===== src/rtl/mvm_noc_arbiter.sv =====
// Round-robin packet arbiter that feeds the MVM NoC injection port. Whole packets are
// granted and each beat goes out through a single register stage, tagged with its source index.
module mvm_noc_arbiter #(
    parameter int NREQ  = 4,
    parameter int DATAW = 128,
    parameter int IDW   = 4,
    parameter int DESTW = 12,
    parameter int USERW = 75
) (
    input  logic                   clk,
    input  logic                   reset,
    input  logic [NREQ-1:0]        req_tvalid,
    output logic [NREQ-1:0]        req_tready,
    input  logic [NREQ*DATAW-1:0]  req_tdata,
    input  logic [NREQ*DESTW-1:0]  req_tdest,
    input  logic [NREQ*USERW-1:0]  req_tuser,
    input  logic [NREQ-1:0]        req_tlast,
    output logic                   m_tvalid,
    output logic [DATAW-1:0]       m_tdata,
    output logic [DESTW-1:0]       m_tdest,
    output logic [USERW-1:0]       m_tuser,
    output logic                   m_tlast,
    output logic [IDW-1:0]         m_tid,
    input  logic                   m_tready,
    output logic                   busy
);

    typedef enum logic [0:0] {
        ST_IDLE   = 1'b0,
        ST_LOCKED = 1'b1
    } state_t;

    state_t             state_q, state_d;
    logic [IDW-1:0]     grant_q, grant_d;
    logic [IDW-1:0]     rr_ptr_q, rr_ptr_d;

    logic               m_tvalid_q, m_tvalid_d;
    logic [DATAW-1:0]   m_tdata_q, m_tdata_d;
    logic [DESTW-1:0]   m_tdest_q, m_tdest_d;
    logic [USERW-1:0]   m_tuser_q, m_tuser_d;
    logic               m_tlast_q, m_tlast_d;
    logic [IDW-1:0]     m_tid_q, m_tid_d;

    logic               sel_valid_s;
    logic               sel_last_s;
    logic [DATAW-1:0]   sel_data_s;
    logic [DESTW-1:0]   sel_dest_s;
    logic [USERW-1:0]   sel_user_s;

    logic [IDW-1:0]     pick_hi_s;
    logic [IDW-1:0]     pick_lo_s;
    logic               found_hi_s;
    logic               any_valid_s;

    logic               out_ready_s;
    logic               accept_s;
    logic [NREQ-1:0]    req_tready_s;

    // Select the beat presented by the currently granted requester
    always_comb begin
        sel_valid_s = 1'b0;
        sel_last_s  = 1'b0;
        sel_data_s  = {DATAW{1'b0}};
        sel_dest_s  = {DESTW{1'b0}};
        sel_user_s  = {USERW{1'b0}};
        for (int i = 0; i < NREQ; i++) begin
            sel_valid_s = (grant_q == IDW'(i)) ? req_tvalid[i]                : sel_valid_s;
            sel_last_s  = (grant_q == IDW'(i)) ? req_tlast[i]                 : sel_last_s;
            sel_data_s  = (grant_q == IDW'(i)) ? req_tdata[i*DATAW +: DATAW]  : sel_data_s;
            sel_dest_s  = (grant_q == IDW'(i)) ? req_tdest[i*DESTW +: DESTW]  : sel_dest_s;
            sel_user_s  = (grant_q == IDW'(i)) ? req_tuser[i*USERW +: USERW]  : sel_user_s;
        end
    end

    // Round-robin pick: lowest valid index above rr_ptr, otherwise lowest valid index at or below it
    always_comb begin
        pick_hi_s  = {IDW{1'b0}};
        pick_lo_s  = {IDW{1'b0}};
        found_hi_s = 1'b0;
        for (int i = NREQ - 1; i >= 0; i--) begin
            pick_hi_s  = (req_tvalid[i] && (IDW'(i) >  rr_ptr_q)) ? IDW'(i) : pick_hi_s;
            pick_lo_s  = (req_tvalid[i] && (IDW'(i) <= rr_ptr_q)) ? IDW'(i) : pick_lo_s;
            found_hi_s = found_hi_s | (req_tvalid[i] && (IDW'(i) > rr_ptr_q));
        end
        any_valid_s = |req_tvalid;
    end

    // Handshake toward the granted requester; ready follows the output register's space
    always_comb begin
        req_tready_s = {NREQ{1'b0}};
        out_ready_s  = !m_tvalid_q || m_tready;
        accept_s     = (state_q == ST_LOCKED) && sel_valid_s && out_ready_s;
        for (int i = 0; i < NREQ; i++) begin
            req_tready_s[i] = (state_q == ST_LOCKED) && (grant_q == IDW'(i)) && out_ready_s;
        end
    end

    // Next-state for the arbitration FSM and the output holding register
    always_comb begin
        state_d    = state_q;
        grant_d    = grant_q;
        rr_ptr_d   = rr_ptr_q;
        m_tvalid_d = m_tvalid_q;
        m_tdata_d  = m_tdata_q;
        m_tdest_d  = m_tdest_q;
        m_tuser_d  = m_tuser_q;
        m_tlast_d  = m_tlast_q;
        m_tid_d    = m_tid_q;

        case (state_q)
            ST_IDLE: begin
                if (any_valid_s) begin
                    state_d = ST_LOCKED;
                    grant_d = found_hi_s ? pick_hi_s : pick_lo_s;
                end else begin
                    state_d = ST_IDLE;
                end
            end
            ST_LOCKED: begin
                // No timeout: a stalled requester keeps the grant until its tlast goes through
                if (accept_s && sel_last_s) begin
                    state_d  = ST_IDLE;
                    rr_ptr_d = grant_q;
                end else begin
                    state_d  = ST_LOCKED;
                end
            end
            default: begin
                state_d = ST_IDLE;
            end
        endcase

        if (accept_s) begin
            m_tvalid_d = 1'b1;
            m_tdata_d  = sel_data_s;
            m_tdest_d  = sel_dest_s;
            m_tuser_d  = sel_user_s;
            m_tlast_d  = sel_last_s;
            m_tid_d    = grant_q;
        end else if (m_tready) begin
            m_tvalid_d = 1'b0;
        end else begin
            m_tvalid_d = m_tvalid_q;
        end
    end

    // State and output registers
    always_ff @(posedge clk or posedge reset) begin
        if (reset) begin
            state_q    <= ST_IDLE;
            grant_q    <= {IDW{1'b0}};
            rr_ptr_q   <= IDW'(NREQ - 1);
            m_tvalid_q <= 1'b0;
            m_tdata_q  <= {DATAW{1'b0}};
            m_tdest_q  <= {DESTW{1'b0}};
            m_tuser_q  <= {USERW{1'b0}};
            m_tlast_q  <= 1'b0;
            m_tid_q    <= {IDW{1'b0}};
        end else begin
            state_q    <= state_d;
            grant_q    <= grant_d;
            rr_ptr_q   <= rr_ptr_d;
            m_tvalid_q <= m_tvalid_d;
            m_tdata_q  <= m_tdata_d;
            m_tdest_q  <= m_tdest_d;
            m_tuser_q  <= m_tuser_d;
            m_tlast_q  <= m_tlast_d;
            m_tid_q    <= m_tid_d;
        end
    end

    assign req_tready = req_tready_s;
    assign m_tvalid   = m_tvalid_q;
    assign m_tdata    = m_tdata_q;
    assign m_tdest    = m_tdest_q;
    assign m_tuser    = m_tuser_q;
    assign m_tlast    = m_tlast_q;
    assign m_tid      = m_tid_q;
    assign busy       = (state_q == ST_LOCKED) || m_tvalid_q;

endmodule


===== config.mk =====
export PLATFORM = sky130hd
export DESIGN_NAME = mvm_noc_arbiter
export DESIGN_NICKNAME = d
export VERILOG_FILES = /design/src/rtl/mvm_noc_arbiter.sv
export SDC_FILE = /design/constraint.sdc
export NUM_CORES = 1
export LEC_CHECK = 0
export BUFFER_PORTS_ARGS = -buffer_cell sky130_fd_sc_hd__buf_2
export CAP_MARGIN = 20
export CORE_AREA = 2 2 426 428
export CTS_CLUSTER_SIZE = 24
export DETAILED_ROUTE_END_ITERATION = 16
export DIE_AREA = 0 0 428 430
export PLACE_DENSITY = 0.3
export SYNTH_ARGS = -nofsm -noshare
export SYNTH_HDL_FRONTEND = slang
export SYNTH_SLANG_ARGS = --single-unit
export TNS_END_PERCENT = 10

===== constraint.sdc =====
create_clock -name clk -period 8.2 [get_ports clk]
set_clock_uncertainty 0.05 [all_clocks]
set_input_delay 0.82 -clock clk [delete_from_list [all_inputs] [get_ports clk]]
set_output_delay 0.82 -clock clk [all_outputs]
set_load 0.01 [all_outputs]

==> Yosys cells after proc, flatten, opt, wreduce, memory -nomap -nowiden <==
Index checks and enable logic that the tools add are counted.
{ "totals": {"register_bits": 230, "in_bits": 871, "output_inout_bits": 226, "wordCells": 85} }
{ "op_classes": {"magnitude_cmp": 8, "n_eq_ne": 3, "n_mux": 34, "n_bitwise": 4, "reduce_logical": 27} }
{ "op_table": {"columns": ["operator", "count"], "rows": [
  ["two-way mux 128 bit", 4],
  ["two-way mux 75 bit", 4],
  ["two-way mux 12 bit", 4],
  ["logical AND 1 bit", 19],
  ["two-way mux 2 bit", 9],
  ["two-way mux 1 bit", 12],
  ["equality test 4 x 2 -> 1 bit (second input constant)", 2],
  ["greater-than comparator 1 x 4 -> 1 bit (first input constant)", 2],
  ["greater-than comparator 2 x 4 -> 1 bit (first input constant)", 2],
  ["less-or-equal comparator 1 x 4 -> 1 bit (first input constant)", 2],
  ["less-or-equal comparator 2 x 4 -> 1 bit (first input constant)", 2],
  ["equality test 4 x 1 -> 1 bit (second input constant)", 1],
  ["logical NOT 4 bit", 1],
  ["AND reduction 2 bit", 2],
  ["OR reduction 4 bit", 1],
  ["bitwise OR 1 bit", 3],
  ["logical OR 1 bit", 2],
  ["one-hot mux 1 bit (2 select lines)", 1],
  ["nonzero test 2 bit", 1],
  ["logical NOT 1 bit", 1],
  ["inverter 1 bit", 1]
]} }

==> Longest topological paths before layout <==
Gate-level depths: netlist of the first run.
{ "logic_depth": {"ltp_word": 10, "ltp_mapped": 7, "mapped_depth_nobuf": 3} }

==> Worst setup path after synthesis of the first run <==
No wires, ideal clock.
{ "synth_path": {"kind": "input to register", "startpoint": "input req_tvalid[3]", "endpoint": "register m_tdata_q[0], in the netlist m_tdata[0]", "setup_ps": 125, "t_arrival_ps": 2151, "required_time_ps": 8025, "slack_ps": 5874, "cell_stages": 6, "n_path_buf": 3, "path_cell_list": "mux4_2 nand3_1 buf_4 buf_8 buf_6 mux2_2"} }
{ "synth_between": {"elab_chain_cells": 3} }
{ "synth_lines": {"columns": ["element", "line", "source"], "rows": [
  ["start, declared", "12", "input logic [NREQ-1:0] req_tvalid,"],
  ["two-way mux 1 bit", "67", "sel_valid_s = (grant_q == IDW'(i)) ? req_tvalid[i] : sel_valid_s;"],
  ["logical AND 1 bit (2 in a row)", "92", "accept_s = (state_q == ST_LOCKED) && sel_valid_s && out_ready_s;"],
  ["end signal, assigned", "154", "m_tdata_q <= {DATAW{1'b0}};"],
  ["end signal, assigned", "164", "m_tdata_q <= m_tdata_d;"],
  ["end, declared", "38", "logic [DATAW-1:0] m_tdata_q, m_tdata_d;"]
]} }
Every way passes these cells.
A chain may end at the register's enable or synchronous reset.

==> Worst setup path after layout of the first run <==
{ "layout_path": {"startpoint": "register grant_q[0]", "endpoint": "output req_tready[1]"} }
{ "layout_between": {"elab_chain_cells": 3} }
{ "layout_lines": {"columns": ["element", "line", "source"], "rows": [
  ["start, declared", "34", "logic [IDW-1:0] grant_q, grant_d;"],
  ["start signal, assigned", "151", "grant_q <= {IDW{1'b0}};"],
  ["start signal, assigned", "161", "grant_q <= grant_d;"],
  ["equality test 4 x 1 -> 1 bit", "94", "req_tready_s[i] = (state_q == ST_LOCKED) && (grant_q == IDW'(i)) && out_ready_s;"],
  ["logical AND 1 bit (2 in a row)", "94", null],
  ["end, declared", "13", "output logic [NREQ-1:0] req_tready,"]
]} }
Every way passes these cells.

==> run_results.csv, run 1 <==
group,metric,value,unit
drt,route.detailed.drc,0,
yosys,post-synth-top-area-cell,"dfrtp_1",
setup_path,cp_num_buf_inv,3,
power_and_ir_drop,leakage,10.0,nW
yosys,synth_seq_area_share,41.0,%
sta,finalCritPeriodShare,42.1,%
cells_and_area,drive_above_1_share,85.5,%
setup_path,cp_slowest_cell,"buf_4",
grt,grt_use_met2,16.8,%
grt,grt_first_pass_wirelength,122,mm
yosys,ys.flop_type,"dfrtp_1",
place,placed_cells,4177,
setup_path,critPathLaunchType,"flip-flop",
hold_path,min_path_type,"primary input to asynchronous set/reset pin",
grt,grt_util_met3,3.14,%
power_and_ir_drop,vdd_ir_drop_max,0.192,mV
grt,grt_pass1_vias,13400,
setup_path,crit_chain,"buf_4 -> inv_1 -> nor3_1 -> buf_2",
grt,track_usage,9.72,%
cts,clock_latency,0.57,ns
sta,hold_violations,0,
cts,cts_tree,"yes",
sta,max_slew_margin,34.8,%
die,die_h,430,um
die,die_w,428,um
power_and_ir_drop,power_density,356,nW/um2
die,die-area,184000,um2
drt,dr.pass1.iters,4,
job,maxCapViolations,0,
sta,fmax,290,MHz
grt,grt_busiest_layer,"met2",
cells_and_area,post-route-util,12.8,%
setup_path,cp_top_family,"buffers and inverters",
drt,wl_per_cell,21.9,um
setup_path,crit_fanout,39,
sta,slew_viol_final,0,
cells_and_area,fin_cells,4248,
run_status,status,"finished, final reports clean",
cts,cts_setup_buffers,0,
place,port_buffers,1094,
cts,cts.reportedPaths.clkPinSlew,0.05,ns
drt,drtIter0Drc,478,
cts,clock_path_buffers,3,
sta,timing.final.crit_period,3.45,ns
yosys,avgSynthCellArea,17.6,um2
yosys,synth.top_cells.by_count,"222 x dfrtp_1, 217 x mux4_2, 210 x mux2_2",
cts,holdBufCountCts,0,
sta,worstMarginPinSlew,0.977,ns
place,dp_hpwl,78.4,mm
die,core,180000,um2
cts,cts_sinks,224,
cts,cts_inserted_buffers,36,
die,rows,156,
yosys,synth_top_cell_area_share,40.7,%
yosys,netlist_area,13700,um2
drt,routed_wl,93.1,mm
sta,finalSetupViolations,0,
grt,overflow,0,
yosys,synthTopCellsByArea,"dfrtp_1 41%, mux4_2 36%, mux2_2 17%",
yosys,ys_seq_elements,224,
drt,via_per_inst,2.98,
setup_path,crit_required,7.33,ns
sta,tns,0,ns
yosys,synth-warning-count,0,
yosys,synth_enable_flop_cells,0,
yosys,synthCells,776,
grt,grtUsageMet1,11.6,%
cts,cts_max_level,2,
yosys,synth.most_common_cell,"dfrtp_1",
cts,post_cts_resized,0,
die,ios,1097,
cells_and_area,fillers,20500,
sta,rsz0062_at_grt,"false",
place,place_congestion,0.931,
yosys,synth_cell_type_count,32,
drt,ant_nets,0,
cts,cts_root_buf,"clkbuf_16",
die,initial_utilization,7.60,%
setup_path,worstSetupEndpointType,"primary output",
setup_path,crit_arrival,2.58,ns
cells_and_area,fin_nets,2716,
drt,vias,12700,
grt,grt_antenna_before_repair,52,
cells_and_area,syn_to_final_growth,68.4,%
yosys,synthArstFlopShare,100,%
grt,grt_max_degree,107,
setup_path,max_stage_delay,0.66,ns
setup_path,setup.worst_path.class,"flip-flop to primary output",
## through the flow
stage                     hold slack [ns]  total power [mW]  area (um2)  worst slack [ns]
after detailed placement            0.423              6.82       21800              4.79
final                               0.238              8.19       23000              4.75
after CTS                           0.189              8.51       23000              4.52
after floorplan                     0.483              4.92       13700              1.20
after global routing                0.213              8.77       23000              4.38
after global placement              0.422              6.82       21800              4.81
## area by class of cell
cell class / instances / area (um2) / share of cell area, %
multi-input cells: 474 / 7590 / 33.0
repair buffers: 1107 / 5640 / 24.5
flip-flops and latches: 224 / 5620 / 24.4
well taps: 2370 / 2970 / 12.9
clock buffers: 54 / 1090 / 4.74
clock inverters: 9 / 77.6 / 0.337
diodes: 8 / 20.0 / 0.0870
inverters: 2 / 15.0 / 0.0653
## cell families (layout without fill, tap and decap cells)
kind of cell / after synthesis / count (layout) / synth area share, %
AOI/OAI and AO/OA: 11 / 11 / 0.623
buffers and inverters: 79 / 1172 / 3.53
DFF: 224 / 224 / 41.0
muxes: 437 / 437 / 53.9
other: 1 / 10 / 0.0274
and+or+nand+nor: 24 / 24 / 0.879
## path summary, 6_finish.rpt
path	startpoint	to	slack, ns	cells past startpoint
max in group asynchronous	reset	m_tuser[46]	6.13	4
hold / removal	reset	m_tdata[97]	0.24	2
setup reg to reg	grant_q[0]	m_tuser[74]	4.94	4
setup / recovery	grant_q[0]	req_tready[1]	4.75	4
hold reg to reg	m_tdata[33]	m_tdata[33]	0.43	1
min in group clk	m_tdata[33]	m_tdata[33]	0.43	1
## per-layer routing
metal | wire length [um] | vias to the layer above
met5 | 249 | -
met3 | 6930 | 112
li1 | - | 5350
met1 | 36800 | 6567
met2 | 47100 | 602
met4 | 1960 | 38
## placed cells by master, fill, tap and decap left out, types with 2 or more instances in the layout
cell	n
clkbuf_1	7
dfstp_2	2
buf_2	1094
a21o_1	2
clkbuf_8	10
mux2_1	10
nand2b_1	2
diode_2	8
clkbuf_16	37
nor2b_1	2
o21ai_0	2
dfrtp_4	2
nand2_1	4
buf_12	5
nand3_1	2
nor2_1	6
dfrtp_1	220
buf_4	8
nor3_1	2
clkinv_2	6
conb_1	2
mux4_2	217
inv_6	2
mux2_2	210
## sequential cells by signal, summed over array words and instances, names as in the netlist
| name | flops |
|---|---|
| m_tid | 2 |
| m_tvalid | 1 |
| state_q | 1 |
| rr_ptr_q | 2 |
| grant_q | 2 |
| m_tdest | 12 |
| m_tuser | 75 |
| m_tlast | 1 |
| m_tdata | 128 |
## worst reg2reg max path, delay by kind of cell (launching register included)
| family | cells | cell delay (ns) |
|---|---|---|
| buffers and inverters | 2 | 1.52 |
| multiplexers | 2 | 0.96 |
| flip-flops | 1 | 0.62 |
## power breakdown
group,internal [mW],switching [mW]
Combinational,2.29,2.22
Sequential,1.71,0.400
Clock,0.944,0.629
Note: power is estimated with default switching activity, not from simulation.
==> inputs of run 2 (changes only) <==
==> constraint.sdc (replaced) <==
create_clock -name clk -period 3.3 [get_ports clk]
set_clock_uncertainty 0.05 [all_clocks]
set_input_delay 0.33 -clock clk [delete_from_list [all_inputs] [get_ports clk]]
set_output_delay 0.33 -clock clk [all_outputs]
set_load 0.01 [all_outputs]
==> run_results.csv, run 2 (synthesis results as in run 1) <==
group,metric,value,unit
place,dp_hpwl,81.8,mm
cts,clock_path_buffers,3,
sta,hold_ws,0.0961,ns
setup_path,crit_arrival,2.53,ns
hold_path,min_path_type,"primary input to flip-flop",
drt,route.detailed.drc,0,
place,place_congestion,0.867,
sta,hold_violations,0,
cells_and_area,largest_register_ffs,128,
die,die-area,184000,um2
grt,overflow,0,
sta,timing.final.crit_period,2.91,ns
setup_path,cp_num_buf_inv,4,
drt,met2_length,50.0,mm
setup_path,setup.worst_path.class,"flip-flop to primary output",
setup_path,cp_top_family,"buffers and inverters",
die,die_h,430,um
cts,cts_tree,"yes",
cts,cts_max_level,2,
cts,post_cts_resized,0,
drt,wl_met3,7.46,mm
cts,cts_inserted_buffers,37,
grt,grt_antenna_before_repair,55,
sta,max_slew_margin,45.2,%
cts,cts.reportedPaths.clkPinSlew,0.07,ns
sta,worstMarginPinSlew,0.823,ns
drt,ant_nets,0,
sta,finalSetupViolations,0,
power_and_ir_drop,power_density,891,nW/um2
setup_path,worstSetupEndpointType,"primary output",
sta,rsz0062_at_grt,"false",
grt,grt_first_pass_wirelength,128,mm
drt,wl_per_cell,22.9,um
power_and_ir_drop,leakage,10.1,nW
drt,wirelength_met1,37.9,mm
setup_path,max_stage_delay,0.45,ns
drt,vias,12800,
die,die_w,428,um
cells_and_area,final_common_cell,"buf_2",
cells_and_area,fin_nets,2732,
setup_path,crit_fanout,41,
drt,dr.max_layer_used,"met5",
power_and_ir_drop,vdd_ir_drop_max,0.363,mV
setup_path,cp_slowest_cell,"buf_4",
grt,grt_pass1_vias,13600,
drt,routed_wl,97.5,mm
cells_and_area,drive_above_1_share,85.6,%
drt,dr.pass1.iters,4,
job,maxCapViolations,0,
drt,via_per_inst,2.99,
sta,finalCritPeriodShare,88.3,%
cells_and_area,fin_area,23300,um2
die,ios,1097,
run_status,status,"finished, final reports clean",
cts,cts_sinks,224,
grt,grt_max_degree,105,
cells_and_area,syn_to_final_growth,70.2,%
drt,drtIter0Drc,619,
cts,clock_latency,0.61,ns
grt,track_usage,10.3,%
setup_path,crit_chain,"buf_12 -> buf_4 -> inv_1 -> nor3_1 -> buf_2",
sta,fmax,343,MHz
cts,cts_root_buf,"clkbuf_16",
setup_path,crit_required,2.92,ns
place,port_buffers,1094,
die,core,180000,um2
setup_path,critPathLaunchType,"flip-flop",
place,dpl-instance-area,22000,um2
cells_and_area,final_cell_mix,"1094 x buf_2, 220 x dfrtp_1, 217 x mux4_2",
die,rows,156,
sta,slew_viol_final,0,
die,initial_utilization,7.60,%
## run 2: what timing repair did
action | in CTS | in global routing
setup buffers | 0 | 0
endpoints found under the hold margin | 189 | 0
hold buffers | 5 | 0
## run 2: power by group
part,total [mW],leakage [nW],switching [mW],internal [mW]
registers,5.10,2.62,0.846,4.25
clock network,4.15,0.614,1.73,2.42
logic,11.5,6.91,5.69,5.78
total,20.7,10.1,8.27,12.5
## run 2: worst paths after layout
| check | from | endpoint | slack (ns) | cells after the start |
|---|---|---|---|---|
| max in group asynchronous | reset | m_tuser[43] | 2.06 | 4 |
| min in group asynchronous | reset | m_tuser[39] | 0.30 | 4 |
| hold reg to reg | m_tlast | m_tlast | 0.44 | 1 |
| hold / removal | req_tdata[383] | m_tdata[127] | 0.1 | 3 |
| setup / recovery | grant_q[0] | req_tready[1] | 0.39 | 5 |
| setup reg to reg | grant_q[0] | m_tdata[90] | 0.73 | 4 |
## run 2: layout make-up
class | instances | area (um2)
diodes | 6 | 15.0
clock buffers | 51 | 1100
clock inverters | 14 | 135
fillers | 20400 | 157000
inverters | 2 | 11.3
multi-input cells | 474 | 7590
flip-flops and latches | 224 | 5620
well taps | 2370 | 2970
repair buffers | 1122 | 5820
## run 2: worst min-delay path, cell delays in order
cell and delay (ns):
buf_2 0.07, mux4_2 0.22, mux2_1 0.11
## run 2: per-layer routing
metal  vias up  track usage [%]
li1       5391                -
met1      6571             11.9
met4        36             2.31
met2       618             18.1
met5         -                0
met3       144             3.43
## run 2: stage by stage
| stage | power, mW | instances | setup slack [ns] | setup TNS, ns | utilization (%) |
|---|---|---|---|---|---|
| after global routing | 22.2 | 4259 | 0.0879 | 0 | 12.9 |
| final | 20.7 | 4263 | 0.387 | 0 | 12.9 |
| after global placement | 17.1 | 4187 | 0.676 | 0 | 12.2 |
| after floorplan | 12.2 | 777 | -0.00240 | -0.532 | - |
| after CTS | 21.6 | 4257 | 0.130 | 0 | 12.9 |
| after detailed placement | 17.1 | 4187 | 0.658 | 0 | 12.2 |
